[config.mk]
export PLATFORM = sky130hd
export DESIGN_NAME = fast_run_tracker
export DESIGN_NICKNAME = d
export VERILOG_FILES = /design/src/rtl/fast_pkg.sv /design/src/rtl/fast_run_tracker.sv
export SDC_FILE = /design/constraint.sdc
export NUM_CORES = 1
export LEC_CHECK = 0
export ABC_AREA = 1
export CORE_MARGIN = 2
export CORE_UTILIZATION = 25
export CTS_BUF_LIST = sky130_fd_sc_hd__clkbuf_8
export DETAILED_ROUTE_END_ITERATION = 8
export GPL_TIMING_DRIVEN = 0
export SLEW_MARGIN = 10
export SYNTH_ARGS = -nofsm -noshare
export SYNTH_HDL_FRONTEND = slang
export SYNTH_SLANG_ARGS = --single-unit
[constraint.sdc]
create_clock -name clk_i -period 4.1 [get_ports clk_i]
set_input_delay 0.82 -clock clk_i [delete_from_list [all_inputs] [get_ports clk_i]]
set_output_delay 0.82 -clock clk_i [all_outputs]
set_load 0.1 [all_outputs]
[src/rtl/fast_pkg.sv]
// Shared FAST segment-test definitions: ring geometry, run widths and FSM states.
package fast_pkg;

  localparam int unsigned RING_LEN = 16;
  // Run lengths go 0..RING_LEN inclusive.
  localparam int unsigned RUN_W = $clog2(RING_LEN + 1);

  // Radius-3 Bresenham ring, index 0 at dy = -3, clockwise; used by the address generator.
  localparam int RING_DX [RING_LEN] = '{0, 1, 2, 3, 3, 3, 2, 1, 0, -1, -2, -3, -3, -3, -2, -1};
  localparam int RING_DY [RING_LEN] = '{-3, -3, -2, -1, 0, 1, 2, 3, 3, 3, 2, 1, 0, -1, -2, -3};

  typedef enum logic [1:0] {
    StIdle,
    StCollect,
    StEval
  } seg_state_t;

  // Longest circular arc from the run-tracker summary.
  function automatic logic [RUN_W-1:0] arc_len(input logic [RUN_W-1:0] cur_run,
                                               input logic [RUN_W-1:0] first_run,
                                               input logic [RUN_W-1:0] max_run,
                                               input logic             all_hit);
    logic [RUN_W-1:0] arc;
    logic [RUN_W-1:0] joined;
    if (all_hit) begin
      arc = RUN_W'(RING_LEN);
    end else begin
      // Not all hit, so the leading and trailing runs together stay below RING_LEN.
      joined = cur_run + first_run;
      arc    = max_run;
      if (cur_run > arc) arc = cur_run;
      if (joined > arc) arc = joined;
    end
    return arc;
  endfunction

endpackage

[src/rtl/fast_run_tracker.sv]
// Tracks current, leading and longest run of consecutive hits around the ring.
module fast_run_tracker
  import fast_pkg::*;
(
  input  logic             clk_i,
  input  logic             rst_i,
  input  logic             clear_i,
  input  logic             hit_i,
  input  logic             step_i,
  output logic [RUN_W-1:0] cur_run_o,
  output logic [RUN_W-1:0] first_run_o,
  output logic [RUN_W-1:0] max_run_o,
  output logic             all_hit_o
);

  logic [RUN_W-1:0] cur_q, cur_d;
  logic [RUN_W-1:0] first_q, first_d;
  logic [RUN_W-1:0] max_q, max_d;
  logic             open_q, open_d;  // no miss seen yet, leading run still growing

  // Next-state: extend runs on a hit, close the current run on a miss.
  always_comb begin
    cur_d   = cur_q;
    first_d = first_q;
    max_d   = max_q;
    open_d  = open_q;
    if (clear_i) begin
      cur_d   = '0;
      first_d = '0;
      max_d   = '0;
      open_d  = 1'b1;
    end else if (step_i) begin
      if (hit_i) begin
        cur_d = cur_q + 1'b1;
        if (open_q) first_d = first_q + 1'b1;
      end else begin
        if (cur_q > max_q) max_d = cur_q;
        cur_d  = '0;
        open_d = 1'b0;
      end
    end
  end

  // Run registers with synchronous reset.
  always_ff @(posedge clk_i) begin
    if (rst_i) begin
      cur_q   <= '0;
      first_q <= '0;
      max_q   <= '0;
      open_q  <= 1'b1;
    end else begin
      cur_q   <= cur_d;
      first_q <= first_d;
      max_q   <= max_d;
      open_q  <= open_d;
    end
  end

  assign cur_run_o   = cur_q;
  assign first_run_o = first_q;
  assign max_run_o   = max_q;
  assign all_hit_o   = open_q;

endmodule

After elaboration in Yosys (flattened, before gate mapping)
Index checks and enable logic that the tools add are counted.
{ "word_totals": {"regBits": 16, "latchBits": 0, "ramBits": 0, "rom_bits": 0, "in_bits": 5, "wordCells": 13, "memories": 0} }
{ "op_classes": {"addsub": 2, "multipliers": 0, "div": 0, "order_cmp": 1, "eq_ne": 0, "shifts": 0, "n_mux": 1, "bitwise_logic": 1, "n_reduce_logical": 4} }
{ "op_table": {"columns": ["operator", "n"], "rows": [
  ["adder 5 x 1 -> 5 bit, second input constant", 2],
  ["AND reduction 3 bit", 2],
  ["> comparator 5 bit", 1],
  ["2-to-1 mux 5 bit", 1],
  ["AND reduction 2 bit", 1],
  ["OR reduction 2 bit", 1],
  ["inverter 1 bit", 1]
]} }

Depth between registers and ports, before layout
Gate-level depths: netlist of the first run.
{ "logic_depth": {"depth_word": 2, "depth_mapped": 9} }

Worst setup path after synthesis of the first run
No wires, ideal clock.
{ "synth_path": {"path_kind": "reg-to-reg", "start": "reg max_q[4] (netlist: max_run_o[4])", "end": "reg max_q[0] (netlist: max_run_o[0])", "setup_ps": 119, "arrival_ps": 2016, "required_time_ps": 3981, "setup_slack_ps": 1965, "stages_incl_launch_ff": 10, "n_path_buf": 0, "period_less_slack_ps": 2135, "cell_sequence": "dfxtp_1 -> inv_1 -> ha_1 -> nand2_1 -> nor2_1 -> nand2_1 -> nand3_2 -> nand3_1 -> nand2_1 -> nor2_1"} }
{ "synth_between": {"elab_chain_len": 2} }
{ "synth_rtl": {"columns": ["item", "line", "rtl"], "rows": [
  ["start: declaration", "fast_run_tracker.sv:18", "logic [RUN_W-1:0] max_q, max_d;"],
  ["start signal: assignment", "fast_run_tracker.sv:54", "max_q <= max_d;"],
  ["> comparator 5 bit", "fast_run_tracker.sv:37", "if (cur_q > max_q) max_d = cur_q;"],
  ["AND reduction 3 bit (no source line)", null, null]
]} }
No other way between the ends.
A chain may end at the register's enable or synchronous reset.

Worst setup path after layout of the first run
{ "layout_path": {"start": "reg cur_q[2] (netlist: cur_run_o[2])", "end": "out cur_run_o[2]"} }
{ "layout_lines": {"columns": ["item", "line", "rtl"], "rows": [
  ["start: declaration", "fast_run_tracker.sv:16", "logic [RUN_W-1:0] cur_q, cur_d;"],
  ["start signal: assignment", "fast_run_tracker.sv:52", "cur_q <= cur_d;"],
  ["end: declaration", "fast_run_tracker.sv:10", "output logic [RUN_W-1:0] cur_run_o,"]
]} }
No word-level cell between the ends.

==> results of run 1 <==
==> cells by family after synthesis <==
logic type      Yosys count
simple gates             54
compound gates           17
buf+inv                  17
flops                    16
fa+ha+maj                 7
==> cell usage after synthesis <==
| master | n | share of area, % |
|---|---|---|
| o21ai_0 | 1 | 0.61 |
| nor3_1 | 4 | 2.5 |
| o21a_1 | 1 | 0.92 |
| inv_2 | 1 | 0.46 |
| nor3b_1 | 1 | 0.92 |
| nand3_1 | 9 | 5.5 |
| a21oi_1 | 14 | 8.6 |
| inv_1 | 15 | 6.9 |
| buf_2 | 1 | 0.61 |
| nand4_1 | 1 | 0.77 |
| nor4_1 | 1 | 0.77 |
| and3_1 | 1 | 0.77 |
| a21oi_4 | 1 | 2.0 |
| dfxtp_1 | 16 | 39 |
| or2_4 | 1 | 1.1 |
| nor2_1 | 13 | 6.0 |
| nand2_1 | 22 | 10 |
| ha_1 | 7 | 11 |
| nand3_2 | 1 | 1.2 |
==> worst paths after layout <==
path                            slack (ps)         start      endpoint  cells after the start
worst max-delay path                  1430  cur_run_o[2]  cur_run_o[2]                      1
worst min-delay path                   460     all_hit_o     all_hit_o                      2
worst max register to register        2550  max_run_o[4]  max_run_o[0]                      9
worst min register to register         460     all_hit_o     all_hit_o                      2
==> state kept, by name, indices dropped and copies added, names as in the netlist <==
register	count
max_run_o	5
all_hit_o	1
first_run_o	5
cur_run_o	5
==> cell type report <==
type	instances	area, um^2	share of cell area [%]
Sequential cell	16	320	28.5
Multi-Input combinational cell	78	428	38.1
Inverter	16	60.1	5.35
Timing Repair Buffer	20	200	17.8
Tap cell	44	55.1	4.90
Clock buffer	4	55.1	4.90
Buffer	1	5.00	0.445
==> power groups by stage <==
stage	registers (W)	logic [W]	clock network, W
6_report	0.000159	0.0000402	0.000141
3_5_place_dp	0.000162	0.0000405	0
5_1_grt	0.000159	0.0000441	0.000154
2_1_floorplan	0.000175	0.0000159	0
4_1_cts	0.000159	0.0000406	0.000147
3_3_place_gp	0.000162	0.0000402	0
==> through the flow <==
step | util (%) | setup slack [ps]
after floorplan | - | 1970
final | 36.5 | 1430
after CTS | 36.5 | 1420
after detailed placement | 34.7 | 1700
after global routing | 36.5 | 1380
after global placement | 34.7 | 1700
==> per-layer routing <==
| metal | global-route usage, % | up-vias |
|---|---|---|
| li1 | - | 411 |
| met1 | 12.9 | 325 |
| met2 | 16.9 | 17 |
| met3 | 4.62 | 4 |
| met4 | 3.73 | 0 |
| met5 | 0 | - |
==> results.ini, run 1 <==
[placement]
place_area_mm2=0.00107
dpl.cell_count=175
io_buffers=20
gp_congestion=0.819
dp_hpwl_um=1310

[hold_path]
hold_class=reg -> reg

[synthesis]
synth_area_per_cell_um2=7.33
synthMuxAreaShare_pct=0
synth.distinct_cells=19
synth_nets=123
synthAdderAreaFrac_pct=10.8
synth-compound-area-share_pct=12.2
synth_warnings=0
ys_ff_latch=16
synth_top_family_by_area=simple AND/OR/NAND/NOR gates
synth-simple-area-share_pct=29.7
yosysSeqAreaShare_pct=39.4
netlist_instances=111
synth_xor_xnor_area_share_pct=0
netlist_area_um2=813

[die]
die_h_um=61.0
dieArea_mm2=0.00373
core-area_mm2=0.00308
die_w_um=61.0
std_cell_rows=20
start_util_pct=26.4
pin_count=21

[grt]
grt_start_max_net_pins=11
antenna_found_initial=0
grt_pass1_vias=692
grt_first_pass_wirelength_um=2910
grt_util_all_layers_pct=10.6
overflow=0

[critical_path]
critical_path.max_fanout=6
worst-path-buf-inv=1
required_ps=3280
crit_path_top_delay_cell=clkdlybuf4s50_1
worstSetupStartpointType=register
cp.arrival_ps=1850
critical-path-max-stage-delay_ps=1170
endpoint_kind=primary output
path_class=reg -> out
cpLargestDelayFamily=buffers and inverters
crit_chain=clkdlybuf4s50_1

[sta]
worstMarginPinSlew_ps=969
skew_ps=1.60
rsz0062_at_grt=false
layout_min_cycle_time_ps=2670
whs_ps=463
setup_viol=0
hold_viol=0
max_freq_mhz=375
period_share_pct=65.0
setup_tns_ps=0
final-max-slew-violation-count=0
max-slew-margin-rel_pct=35.2

[cts]
cts_hold_buf=0
cts-root-buf=clkbuf_8
clk_pin_slew_ps=60
numCtsBuffers=3
cts.htree.levels=1
clock_latency_ps=250
cts_buffer_depth=2
post_cts_buffers=0
cts_resized=0
clock_sinks=16
cts_tree=built

[detailed_routing]
highest_layer=met4
drt-total-wl_um=1670
met1Wirelength_um=790
dr_wl_met3_um=90
vias_per_cell=4.23
ant_nets=0
wl_per_cell_um=9.32
drc=0
drtPass1Iterations=4
vias=757
drt_iter0_markers=31
wl_met2_um=766

[pwr]
cellPowerDensity_mw_per_mm2=303
leakage_nw=0.422
p_comb_share_pct=11.8
power_w=0.000340
power_frac_seq_pct=46.7
ir_drop_mv=0.260
swShare_pct=25.0
switchingPower_w=0.0000849
p_int_w=0.000255
clkPwrFrac_pct=41.5

[layout]
syn_to_final_growth_pct=38.2
mostFrequentLayoutCells=nand2_1, clkdlybuf4s50_1, dfxtp_1
drive_gt1_share_pct=6.67
nets=148
stdcell_count=179
n_antenna_cell=0
final_common_cell=nand2_1
final_area_mm2=0.00112
filler_cell_count=324

[run]
cap_violations=0

[run_status]
status=finished, final reports clean

Power figures use the tool's default switching activity.
==> inputs of run 2 (changes only) <==
Clock period 4.1 ns to 2.24 ns, I/O delays scaled along.
==> run 2 against run 1 <==
Effect of this change:
- routed wire length grew 0.78%
- sequential cell count is the same
- clock skew is essentially flat
- global-route usage is the same
- die area is the same
- register-to-register slack lost 1900 ps
- critical path depth is the same
- power grew 83%
- critical endpoint is now max_run_o[1]
- largest cell class unchanged
- largest power group unchanged
==> results.ini, run 2 (synthesis gave the netlist of run 1 again) <==
[run_status]
status=finished, final reports clean

[die]
die_h_um=61.0  ; unchanged
std_cell_rows=20  ; unchanged
die_w_um=61.0  ; unchanged
start_util_pct=26.4  ; unchanged
core-area_mm2=0.00308  ; unchanged
pin_count=21  ; unchanged
dieArea_mm2=0.00373  ; unchanged

[sta]
rsz0062_at_grt=false
final-max-slew-violation-count=0  ; unchanged
skew_ps=1.41  ; -0.196 ps
worstMarginPinSlew_ps=965  ; -3.20 ps
layout_min_cycle_time_ps=2200
max_freq_mhz=455
setup_tns_ps=0  ; unchanged
period_share_pct=98.1
setup_viol=0  ; unchanged
hold_viol=0  ; unchanged
max-slew-margin-rel_pct=35.4  ; +0.21 points

[grt]
grt_pass1_vias=692  ; unchanged
antenna_found_initial=0  ; unchanged
overflow=0  ; unchanged
grt_first_pass_wirelength_um=2910  ; unchanged
grt_start_max_net_pins=11  ; unchanged
grt_util_all_layers_pct=10.6  ; unchanged

[layout]
final_core_util_pct=36.7  ; +0.20 points
nets=148  ; unchanged
n_antenna_cell=0  ; unchanged
mostFrequentLayoutCells=nand2_1, dfxtp_1, inv_1
final_common_cell=nand2_1
syn_to_final_growth_pct=38.9
drive_gt1_share_pct=6.67  ; unchanged

[pwr]
ir_drop_mv=0.478  ; +84%
cellPowerDensity_mw_per_mm2=551  ; +82%
leakage_nw=0.548  ; +30%

[detailed_routing]
drtPass1Iterations=4  ; unchanged
vias_per_cell=4.28  ; +1.2%
drc=0  ; unchanged
ant_nets=0  ; unchanged
drt-total-wl_um=1680  ; +0.78%
wl_per_cell_um=9.40  ; +0.78%
vias=766  ; +1.2%
drt_iter0_markers=31  ; unchanged

[cts]
cts_resized=7  ; +7
numCtsBuffers=3  ; unchanged
clock_latency_ps=250  ; about the same
cts.htree.levels=1  ; unchanged
cts_tree=built
post_cts_buffers=0  ; unchanged
cts_hold_buf=0  ; unchanged
cts_buffer_depth=2  ; unchanged
clk_pin_slew_ps=60  ; about the same
clock_sinks=16  ; unchanged
cts-root-buf=clkbuf_8

[critical_path]
endpoint_kind=primary output
worstSetupStartpointType=register
required_ps=1790  ; -1490 ps
worst-path-buf-inv=1  ; unchanged
crit_chain=clkdlybuf4s50_1
cp.arrival_ps=1750  ; -100 ps
crit_path_top_delay_cell=clkdlybuf4s50_1
path_class=reg -> out
worstReg2RegStart=max_run_o[4]
critical_path.max_fanout=3  ; -3
cpLargestDelayFamily=buffers and inverters
critical-path-max-stage-delay_ps=1140  ; -30 ps
crit_path_start=max_run_o[1]

[placement]
gp_congestion=0.819  ; unchanged
io_buffers=20  ; unchanged
dp_hpwl_um=1310  ; unchanged

[run]
cap_violations=0  ; unchanged

[hold_path]
worstHoldStart=all_hit_o
hold_class=reg -> reg

run 2: cell types whose count changed in the layout (fill, tap and decap cells not counted):
cell	before	now
dlygate4sd2_1	0	7
dlymetal6s2s_1	0	6
clkdlybuf4s50_1	20	7
run 2: stage by stage:
step	total power [W]	instance area (um^2)	worst slack (ps)	hold WS [ps]	cells
2_1_floorplan	0.000350	813	105	584	111
3_3_place_gp	0.000371	1070	210	456	175
3_5_place_dp	0.000371	1070	215	456	175
4_1_cts	0.000633	1110	4.36	467	179
5_1_grt	0.000652	1130	2.73	522	179
6_report	0.000623	1130	43.3	461	179
run 2: final cells by class:
class                           instances  area [um^2]
Clock buffer                            4         55.1
Fill cell                             329         1950
Multi-Input combinational cell         78          428
Buffer                                  1         5.00
Tap cell                               44         55.1
Sequential cell                        16          320
Inverter                               16         60.1
Timing Repair Buffer                   20          206
run 2: where the power goes:
part	switching, W	total, W	internal, W
registers	0.00000278	0.000291	0.000288
logic	0.0000504	0.0000730	0.0000226
clock network	0.000103	0.000259	0.000156
run 2: metal layers:
layer | vias up | track usage (%) | wire length (um)
met5 | - | 0 | 0
met4 | 0 | 3.73 | 21
met3 | 4 | 4.62 | 103
met2 | 19 | 16.9 | 774
met1 | 329 | 12.9 | 783
li1 | 414 | - | -
run 2: path summary, 6_finish.rpt:
| check | depth (start not counted) | to | slack, ps |
|---|---|---|---|
| max | 1 | max_run_o[1] | 40 |
| min | 2 | all_hit_o | 460 |
| max reg2reg | 9 | max_run_o[0] | 690 |
| min reg2reg | 2 | all_hit_o | 460 |
